File: src/rtl/scan_chain_ctrl.sv
// Serial load/capture sequencer for an external chain of hold/load select flops.
// Optional parity self-check is enabled by defining SCAN_PARITY_EN.
module scan_chain_ctrl #(
    parameter int CHAIN_LEN = 8,
    parameter int CNT_W     = 4
) (
    input  logic                 clk,
    input  logic                 reset_n,
    input  logic                 start,
    input  logic [CHAIN_LEN-1:0] load_data,
    output logic                 busy,
    output logic                 done,
    output logic [CHAIN_LEN-1:0] capture_data,
    output logic                 chain_sel,
    output logic                 chain_din,
    input  logic                 chain_dout
`ifdef SCAN_PARITY_EN
    ,
    output logic                 parity_err
`endif
);

    localparam logic [1:0] S_IDLE  = 2'd0;
    localparam logic [1:0] S_SHIFT = 2'd1;
    localparam logic [1:0] S_DONE  = 2'd2;

    localparam logic [CNT_W-1:0] CNT_LAST = CNT_W'(CHAIN_LEN - 1);

    generate
        if (CHAIN_LEN < 2 || (2 ** CNT_W) <= CHAIN_LEN) begin : g_bad_params
            $error("scan_chain_ctrl: CHAIN_LEN must be >= 2 and 2**CNT_W > CHAIN_LEN");
        end
    endgenerate

    logic [1:0]           r_state;
    logic [CHAIN_LEN-1:0] r_shreg;
    logic [CHAIN_LEN-1:0] r_capture;
    logic [CNT_W-1:0]     r_cnt;
    logic                 r_busy;
    logic                 r_done;
    logic                 r_sel;
    logic [CHAIN_LEN-1:0] w_shreg_nxt;
    logic                 w_last;

    assign w_shreg_nxt = {chain_dout, r_shreg[CHAIN_LEN-1:1]};
    assign w_last      = (r_cnt == CNT_LAST);

    // Gated by select so the serial line is quiet whenever the chain holds.
    assign chain_din    = r_sel & r_shreg[0];
    assign chain_sel    = r_sel;
    assign busy         = r_busy;
    assign done         = r_done;
    assign capture_data = r_capture;

    always_ff @(posedge clk or negedge reset_n) begin
        if (!reset_n) begin
            r_state   <= S_IDLE;
            r_shreg   <= '0;
            r_capture <= '0;
            r_cnt     <= '0;
            r_busy    <= 1'b0;
            r_done    <= 1'b0;
            r_sel     <= 1'b0;
        end else begin
            r_done <= 1'b0;
            case (r_state)
                S_IDLE: begin
                    if (start) begin
                        r_shreg <= load_data;
                        r_cnt   <= '0;
                        r_state <= S_SHIFT;
                        r_sel   <= 1'b1;
                        r_busy  <= 1'b1;
                    end
                end
                S_SHIFT: begin
                    r_shreg <= w_shreg_nxt;
                    if (w_last) begin
                        // Capture the post-shift word so it is valid alongside done.
                        r_capture <= w_shreg_nxt;
                        r_cnt     <= '0;
                        r_state   <= S_DONE;
                        r_sel     <= 1'b0;
                        r_done    <= 1'b1;
                    end else begin
                        r_cnt <= r_cnt + CNT_W'(1);
                    end
                end
                S_DONE: begin
                    r_state <= S_IDLE;
                    r_busy  <= 1'b0;
                end
                default: begin
                    r_state <= S_IDLE;
                    r_sel   <= 1'b0;
                    r_busy  <= 1'b0;
                end
            endcase
        end
    end

`ifdef SCAN_PARITY_EN
    logic r_par;
    logic r_perr;

    always_ff @(posedge clk or negedge reset_n) begin
        if (!reset_n) begin
            r_par  <= 1'b0;
            r_perr <= 1'b0;
        end else if (r_state == S_IDLE && start) begin
            r_par <= ^load_data;
        end else if (r_state == S_SHIFT && w_last) begin
            r_perr <= (^w_shreg_nxt) ^ r_par;
        end
    end

    assign parity_err = r_perr;
`endif

endmodule

File: config.mk
export PLATFORM = sky130hd
export DESIGN_NAME = scan_chain_ctrl
export DESIGN_NICKNAME = d
export VERILOG_FILES = /design/src/rtl/scan_chain_ctrl.sv
export SDC_FILE = /design/constraint.sdc
export NUM_CORES = 1
export LEC_CHECK = 0
export CORE_MARGIN = 2
export CORE_UTILIZATION = 44
export DETAILED_ROUTE_END_ITERATION = 12
export PLACE_DENSITY_LB_ADDON = 0.1
export SLEW_MARGIN = 10
export SYNTH_ARGS = -nofsm -noshare
export SYNTH_HDL_FRONTEND = slang
export SYNTH_SLANG_ARGS = --single-unit
File: constraint.sdc
create_clock -name clk -period 1.77 [get_ports clk]
set_clock_uncertainty 0.15 [all_clocks]
set_input_delay 0.2655 -clock clk [delete_from_list [all_inputs] [get_ports clk]]
set_output_delay 0.2655 -clock clk [all_outputs]
set_load 0.005 [all_outputs]
* Word-level counts from Yosys, hierarchy flattened
Cells that the tools add are included. Widths: inputs -> output; s select.
Cells by class: add/sub/neg operators 1, multipliers 0, div/mod/pow operators 0, magnitude comparators 0, equal/unequal tests 5, shift operators 0, multiplexer cells 14, bitwise operators 3, reduce and logical (&&, ||, !) cells 7
Operator list (count):
- $pmux 8 s2 | 1
- $mux 4 | 2
- $mux 8 | 1
- $pmux 4 s2 | 1
- $reduce_and 2->1 | 4
- $add 4x1->4 const B | 1
- $eq 4x3->1 const B | 1
- $mux 1 | 4
- $mux 2 | 2
- $ne 2x2->1 const B | 2
- $pmux 2 s2 | 1
- $pmux 1 s3 | 1
- $reduce_and 3->1 | 1
- $eq 2x1->1 const B | 1
- $eq 2x2->1 const B | 1
- $logic_not 2->1 | 1
- $not 1->1 | 2
- $pmux 1 s2 | 1
- $reduce_bool 2->1 | 1
- $and 1x1->1 | 1
Storage, ports and cells: flip-flop bits (word level) 25, bits in latches 0, RAM bits 0, memory bits (read-only) 0, input port bits 12, output and inout bits 12, memories kept 0

* Longest topological paths before layout
Gate-level depths: netlist (run 1).
depth in word-level cells 3, gate-level depth with buffers 4

* Worst setup path after synthesis (run 1)
Ideal clock, no wire load.
kind flip-flop to flip-flop, start register r_cnt[0], end register r_capture[7], in the netlist capture_data[7], setup time 0.125 ns, arrival time 1.288 ns, setup slack 0.207 ns, cell stages (with the launch flop) 5, path buffers 0, period minus slack after synthesis 1.563 ns, cell sequence dfrtp_1 ha_1 nand3b_1 nor2_4 mux2_2
On the way: cells in the longest elaborated chain, start to end 2
RTL lines:
- start: declaration | RTL line 38 | logic [CNT_W-1:0] r_cnt;
- start signal: assignment | RTL line 86 | r_cnt <= r_cnt + CNT_W'(1);
- $eq 4x3->1 | RTL line 46 | assign w_last = (r_cnt == CNT_LAST);
- $reduce_and 2->1 (no source line)
- end signal: assignment | RTL line 80 | r_capture <= w_shreg_nxt;
- end: declaration | RTL line 37 | logic [CHAIN_LEN-1:0] r_capture;
No other way between the ends. A chain may end at the register's enable or synchronous reset.

* Final worst setup path (run 1)
start register r_cnt[0], end register r_capture[3], in the netlist capture_data[3]
Same word-level chain as after synthesis.

==> results of run 1 <==
## registers in the layout, indices dropped and copies added (netlist names)
register / flops
chain_sel: 1
capture_data: 8
r_state: 2
r_cnt: 4
done: 1
r_shreg: 8
busy: 1
## worst paths after layout
check                            from              end  slack [ps]  depth (start not counted)
min reg2reg                r_shreg[0]       r_shreg[0]         350                          2
min                           reset_n  capture_data[0]         130                          2
min in group clk           r_shreg[0]       r_shreg[0]         350                          2
max                          r_cnt[0]  capture_data[3]          90                          5
max reg2reg                  r_cnt[0]  capture_data[3]          90                          5
max in group asynchronous     reset_n       r_state[0]        1100                          2
## per-stage QoR
stage,cell area [sq um],hold slack [ps]
2_1_floorplan,1039,-180.1
5_1_grt,1400,170.8
3_3_place_gp,1330,312.9
4_1_cts,1360,137.7
3_5_place_dp,1330,320.5
6_report,1400,131.1
## metal layers
metal	up-vias	part of all wire
met5	-	0
met4	0	0.0081
met3	2	0.044
met2	18	0.45
met1	379	0.49
li1	385	-
## layout make-up
cell class                 count  area [sq um]  share of cell area
tap                           28         35.03             0.02502
clock buffer                   3         22.52             0.01609
clock inverter                 1         7.507            0.005362
sequential                    25         625.6              0.4468
multi-input combinational     59         389.1              0.2779
timing repair buffer          34         312.8              0.2234
inverter                       2         7.507            0.005362
## Yosys cell counts (all sizes together), types with 2 or more instances
library cell,instances,area [sq um]
a21oi,2,10.01
a22oi,8,60.06
buf,3,15.01
dfrtp,25,625.6
inv,2,7.510
mux2,8,90.09
nand2,12,45.04
nand2b,2,15.02
nand3,3,15.01
nor2,5,26.27
o21ai,9,45.04
## cells by family (layout without fill, tap and decap cells)
group                      Yosys count  after routing  synth area share
and+or+nand+nor                     26             26            0.1241
DFF                                 25             25            0.6024
AOI/OAI and AO/OA                   23             23            0.1398
muxes                                9              9           0.09639
buffers and inverters                6             40           0.02530
adders and majority gates            1              1           0.01205
## power by group
group | switching [uW] | internal (uW)
clock | 171 | 86.1
combinational | 445 | 614
sequential | 174 | 836
## timing repair
item	in CTS	in global routing
gates resized for setup	0	2
endpoints found under the setup margin	0	9
setup buffers	0	5
==> reports/metrics.cfg, run 1 <==
[sta]
timing.setup.tns_ps=0
fin_crit_ps=1683
min_period_over_period=0.9508
hold_violations=0
setup_viol=0
layout_setup_ws_ps=87.04
fmax_mhz=594.2
max_slew_margin=0.7966
rsz0062_at_grt=no
slew_viol_final=0
worst_pin_slew_ps=305.1

[final_layout]
fin_nets=138
mostFrequentLayoutCells=25 x dfrtp_1, 22 x clkdlybuf4s50_1, 12 x nand2_1, 10 x buf_4, 9 x o21ai_0
final_cells=152
final_common_cell=dfrtp_1
nFillCells=190
drive_above_1_share=0.2097
antenna_cells=0
postLayoutCoreUtil=0.6329
area_delta_synth_final_pct=34.82

[routing]
ant_nets=0
drtIter0Drc=11
viasPerCell=5.158
wl_um=2099
wl_per_cell_um=13.81
vias=784
first_pass_iters=4
route.detailed.drc=0

[pwr]
finalPower_uw=2326
p_leak_uw=0.0006169
p_per_area_nw_per_um2=1662
peakVddDrop_uv=926.5

[floorplanning]
coreArea_sq_um=2212
rows=17
die_area_sq_um=2765
start_util=0.4695
ios=24
die_height_um=52.58
die_x_um=52.58

[synthesis]
avgSynthCellArea_sq_um=11.54
ys_seq_elements=25
ys.flop_type=dfrtp_1
synth_edf_count=0
synth_cells=90
synth_nets=103
synth_cell_types=24
yosys_warnings=0
async_flop_share=1.000
yosysSeqAreaShare=0.6024
syn_area_sq_um=1038

[placement]
dp.cells=143
place_congestion=0.7421
pre_cts_ws_ps=40.51
port_buffers=23
dp_hpwl_um=1370

[critical_path]
worst_ep_arrival_time_ps=1760
cp.required_ps=1840
critPathTopFamily=flip-flops
critPathMaxStageDelay_ps=400
crit_path_end_kind=flip-flop
crit_buf_inv=1
path_cells=ha_2 -> nand3b_1 -> nor2_4 -> clkbuf_2 -> mux2_2
slowest_stage=dfrtp_1
criticalPathCategory=reg2reg
worst_setup_path_start_kind=flip-flop
worstPathMaxFanout=5

[clock_network]
cts_buffers=3
cts_hold_buf=0
root_buffer=clkbuf_4
path_clk_slew_ps=150
clk-insertion-delay-late_ps=320
htreeDepth=1
cts_tree=built
ctsLongestPathBuffers=2
clock-sinks=25

[run]
maxCapViolations=0

[global_route]
grt_pass1_wl_um=3436
grt_use_met1=0.2500
grt_pass1_vias=746
antenna_found_initial=0
busiest_layer=met1
grt_max_degree=26
overflow=0
grt_usage=0.1711
use_met2=0.2438
met3_usage=0.03714

[outcome]
status=complete, no violations

[worst_hold_path]
min_path_type=in2async

Power figures use the tool's default switching activity.
==> run 2, diff against run 1 <==
SETUP_SLACK_MARGIN = 0.1   (was not set)
==> reports/metrics.cfg, run 2 (synthesis gave the netlist of run 1 again) <==
[sta]
slew_viol_final=0  ; unchanged
worst_pin_slew_ps=304.0  ; -1.133 ps
min_period_over_period=0.9226  ; -0.02818
setup_viol=0  ; unchanged
timing.setup.tns_ps=0  ; unchanged
fmax_mhz=612.3  ; +3.1%
hold_violations=0  ; unchanged
max_slew_margin=0.7974  ; about the same
rsz0062_at_grt=no
fin_crit_ps=1633  ; -49.87 ps
whs_ps=133.6  ; +2.500 ps

[clock_network]
ctsLongestPathBuffers=2  ; unchanged
clock-sinks=25  ; unchanged
htreeDepth=1  ; unchanged
path_clk_slew_ps=140  ; about the same
clk-insertion-delay-late_ps=310  ; about the same
root_buffer=clkbuf_4
cts_buffers=3  ; unchanged
cts_tree=built

[pwr]
power_frac_comb=0.468  ; +0.013
p_leak_uw=0.0006744  ; +9.3%
intPower_uw=1576  ; +2.6%
p_per_area_nw_per_um2=1649  ; -0.78%
p_switching_uw=808.9  ; +2.4%
p_seq_frac=0.424  ; -0.010
clkPwrFrac=0.107  ; -0.004
peakVddDrop_uv=974.2  ; +5.1%
sw_frac_of_total=0.3392  ; -0.0004972

[final_layout]
final_common_cell=dfrtp_1
postLayoutCoreUtil=0.6538  ; +0.02093
final_cells=156  ; +2.6%
fin_nets=142  ; +2.9%
nFillCells=182  ; -4.2%
drive_above_1_share=0.2344  ; +0.02470
multiInputGateArea_sq_um=399.1  ; +2.6%
antenna_cells=0  ; unchanged
mostFrequentLayoutCells=25 x dfrtp_1, 18 x clkdlybuf4s50_1, 14 x buf_4, 12 x nand2_1, 9 x o21ai_0
regArea_sq_um=625.6  ; unchanged
area_delta_synth_final_pct=39.28

[run]
maxCapViolations=0  ; unchanged

[global_route]
grt_pass1_vias=783  ; +5.0%
grt_usage=0.1754  ; +0.004263
antenna_found_initial=0  ; unchanged
overflow=0  ; unchanged
grt_max_degree=26  ; unchanged
grt_pass1_wl_um=3505  ; +2.0%

[critical_path]
worst_ep_arrival_time_ps=1700  ; -60 ps
path_cells=ha_4 -> nand3b_1 -> nor2_4 -> buf_4 -> mux2_2
worstPathMaxFanout=5  ; unchanged
criticalPathCategory=reg2reg
critPathMaxStageDelay_ps=430  ; +30 ps
slowest_stage=dfrtp_1
worst_setup_path_start_kind=flip-flop
crit_path_end_kind=flip-flop
cp.required_ps=1840  ; about the same

[floorplanning]
die_x_um=52.58  ; unchanged
die_height_um=52.58  ; unchanged
ios=24  ; unchanged
start_util=0.4695  ; unchanged
rows=17  ; unchanged
coreArea_sq_um=2212  ; unchanged
die_area_sq_um=2765  ; unchanged

[routing]
viasPerCell=5.147  ; -0.20%
drtIter0Drc=20  ; +9
wl_per_cell_um=13.55  ; -1.9%
ant_nets=0  ; unchanged
wl_um=2114  ; +0.71%
first_pass_iters=4  ; unchanged
vias=803  ; +2.4%
route.detailed.drc=0  ; unchanged

[placement]
dp_hpwl_um=1370  ; unchanged
dp.cells=143  ; unchanged
place_congestion=0.7421  ; unchanged
port_buffers=23  ; unchanged

[outcome]
status=complete, no violations

[worst_hold_path]
min_path_type=in2async

run 2: changes by cell type in the layout (fill, tap and decap cells not counted):
| cell | before | now |
|---|---|---|
| dlygate4sd2_1 | 0 | 1 |
| clkdlybuf4s50_1 | 22 | 18 |
| buf_4 | 10 | 14 |
| dlymetal6s2s_1 | 1 | 4 |
| ha_4 | 0 | 1 |
| clkbuf_2 | 1 | 0 |
| buf_2 | 0 | 1 |
| ha_2 | 1 | 0 |
run 2: through the flow:
| step | power (uW) | instance area (sq um) | worst slack (ps) |
|---|---|---|---|
| after floorplan | 1561 | 1039 | 207.3 |
| after global placement | 2001 | 1330 | 108.1 |
| after detailed placement | 2027 | 1330 | 40.51 |
| after CTS | 2337 | 1396 | 106.2 |
| after global routing | 2573 | 1446 | 94.60 |
| final | 2385 | 1446 | 136.9 |
run 2: cell type report:
| cell class | count | area share |
|---|---|---|
| Tap cell | 28 | 0.02422 |
| Timing Repair Buffer | 38 | 0.2413 |
| Clock inverter | 1 | 0.005190 |
| Multi-Input combinational cell | 59 | 0.2760 |
| Sequential cell | 25 | 0.4325 |
| Inverter | 2 | 0.005190 |
| Clock buffer | 3 | 0.01557 |
run 2: worst paths after layout:
kind,depth (start not counted),startpoint,slack [ps],end
worst max-delay path,5,r_cnt[0],140,capture_data[6]
worst min-delay path,2,reset_n,130,capture_data[0]
worst max register to register,5,r_cnt[0],140,capture_data[6]
worst min register to register,2,r_shreg[0],350,r_shreg[0]
max in group asynchronous,2,reset_n,1100,r_state[0]
min in group clk,2,r_shreg[0],350,r_shreg[0]
run 2: timing repair:
item                                    4_1_cts  5_1_grt
endpoints found under the setup margin        9       13
cloned                                        0        0
buffers inserted                              5        4
resized for setup                             2        5
pin swaps                                     1        0
hold buffers                                  0        0
run 2: critical path, delay by kind of cell, from the launching register on:
family,cells,cell delay (ps)
buffers and inverters,1,160
adders and majority gates,1,170
DFF,1,430
and+or+nand+nor,2,300
muxes,1,340
run 2: power groups by stage:
| stage | combinational, uW | sequential [uW] | clock, uW |
|---|---|---|---|
| global placement | 984 | 1020 | 0 |
| global route | 1240 | 1040 | 289 |
| floorplan | 554 | 1010 | 0 |
| CTS | 1070 | 1000 | 263 |
| finish | 1120 | 1010 | 256 |
| detailed placement | 1010 | 1020 | 0 |
run 2: per-layer routing:
layer,GRT usage,share of wire
met1,0.2481,0.49
met2,0.2563,0.45
met3,0.03714,0.051
met4,0.08120,0.0080
met5,0,0
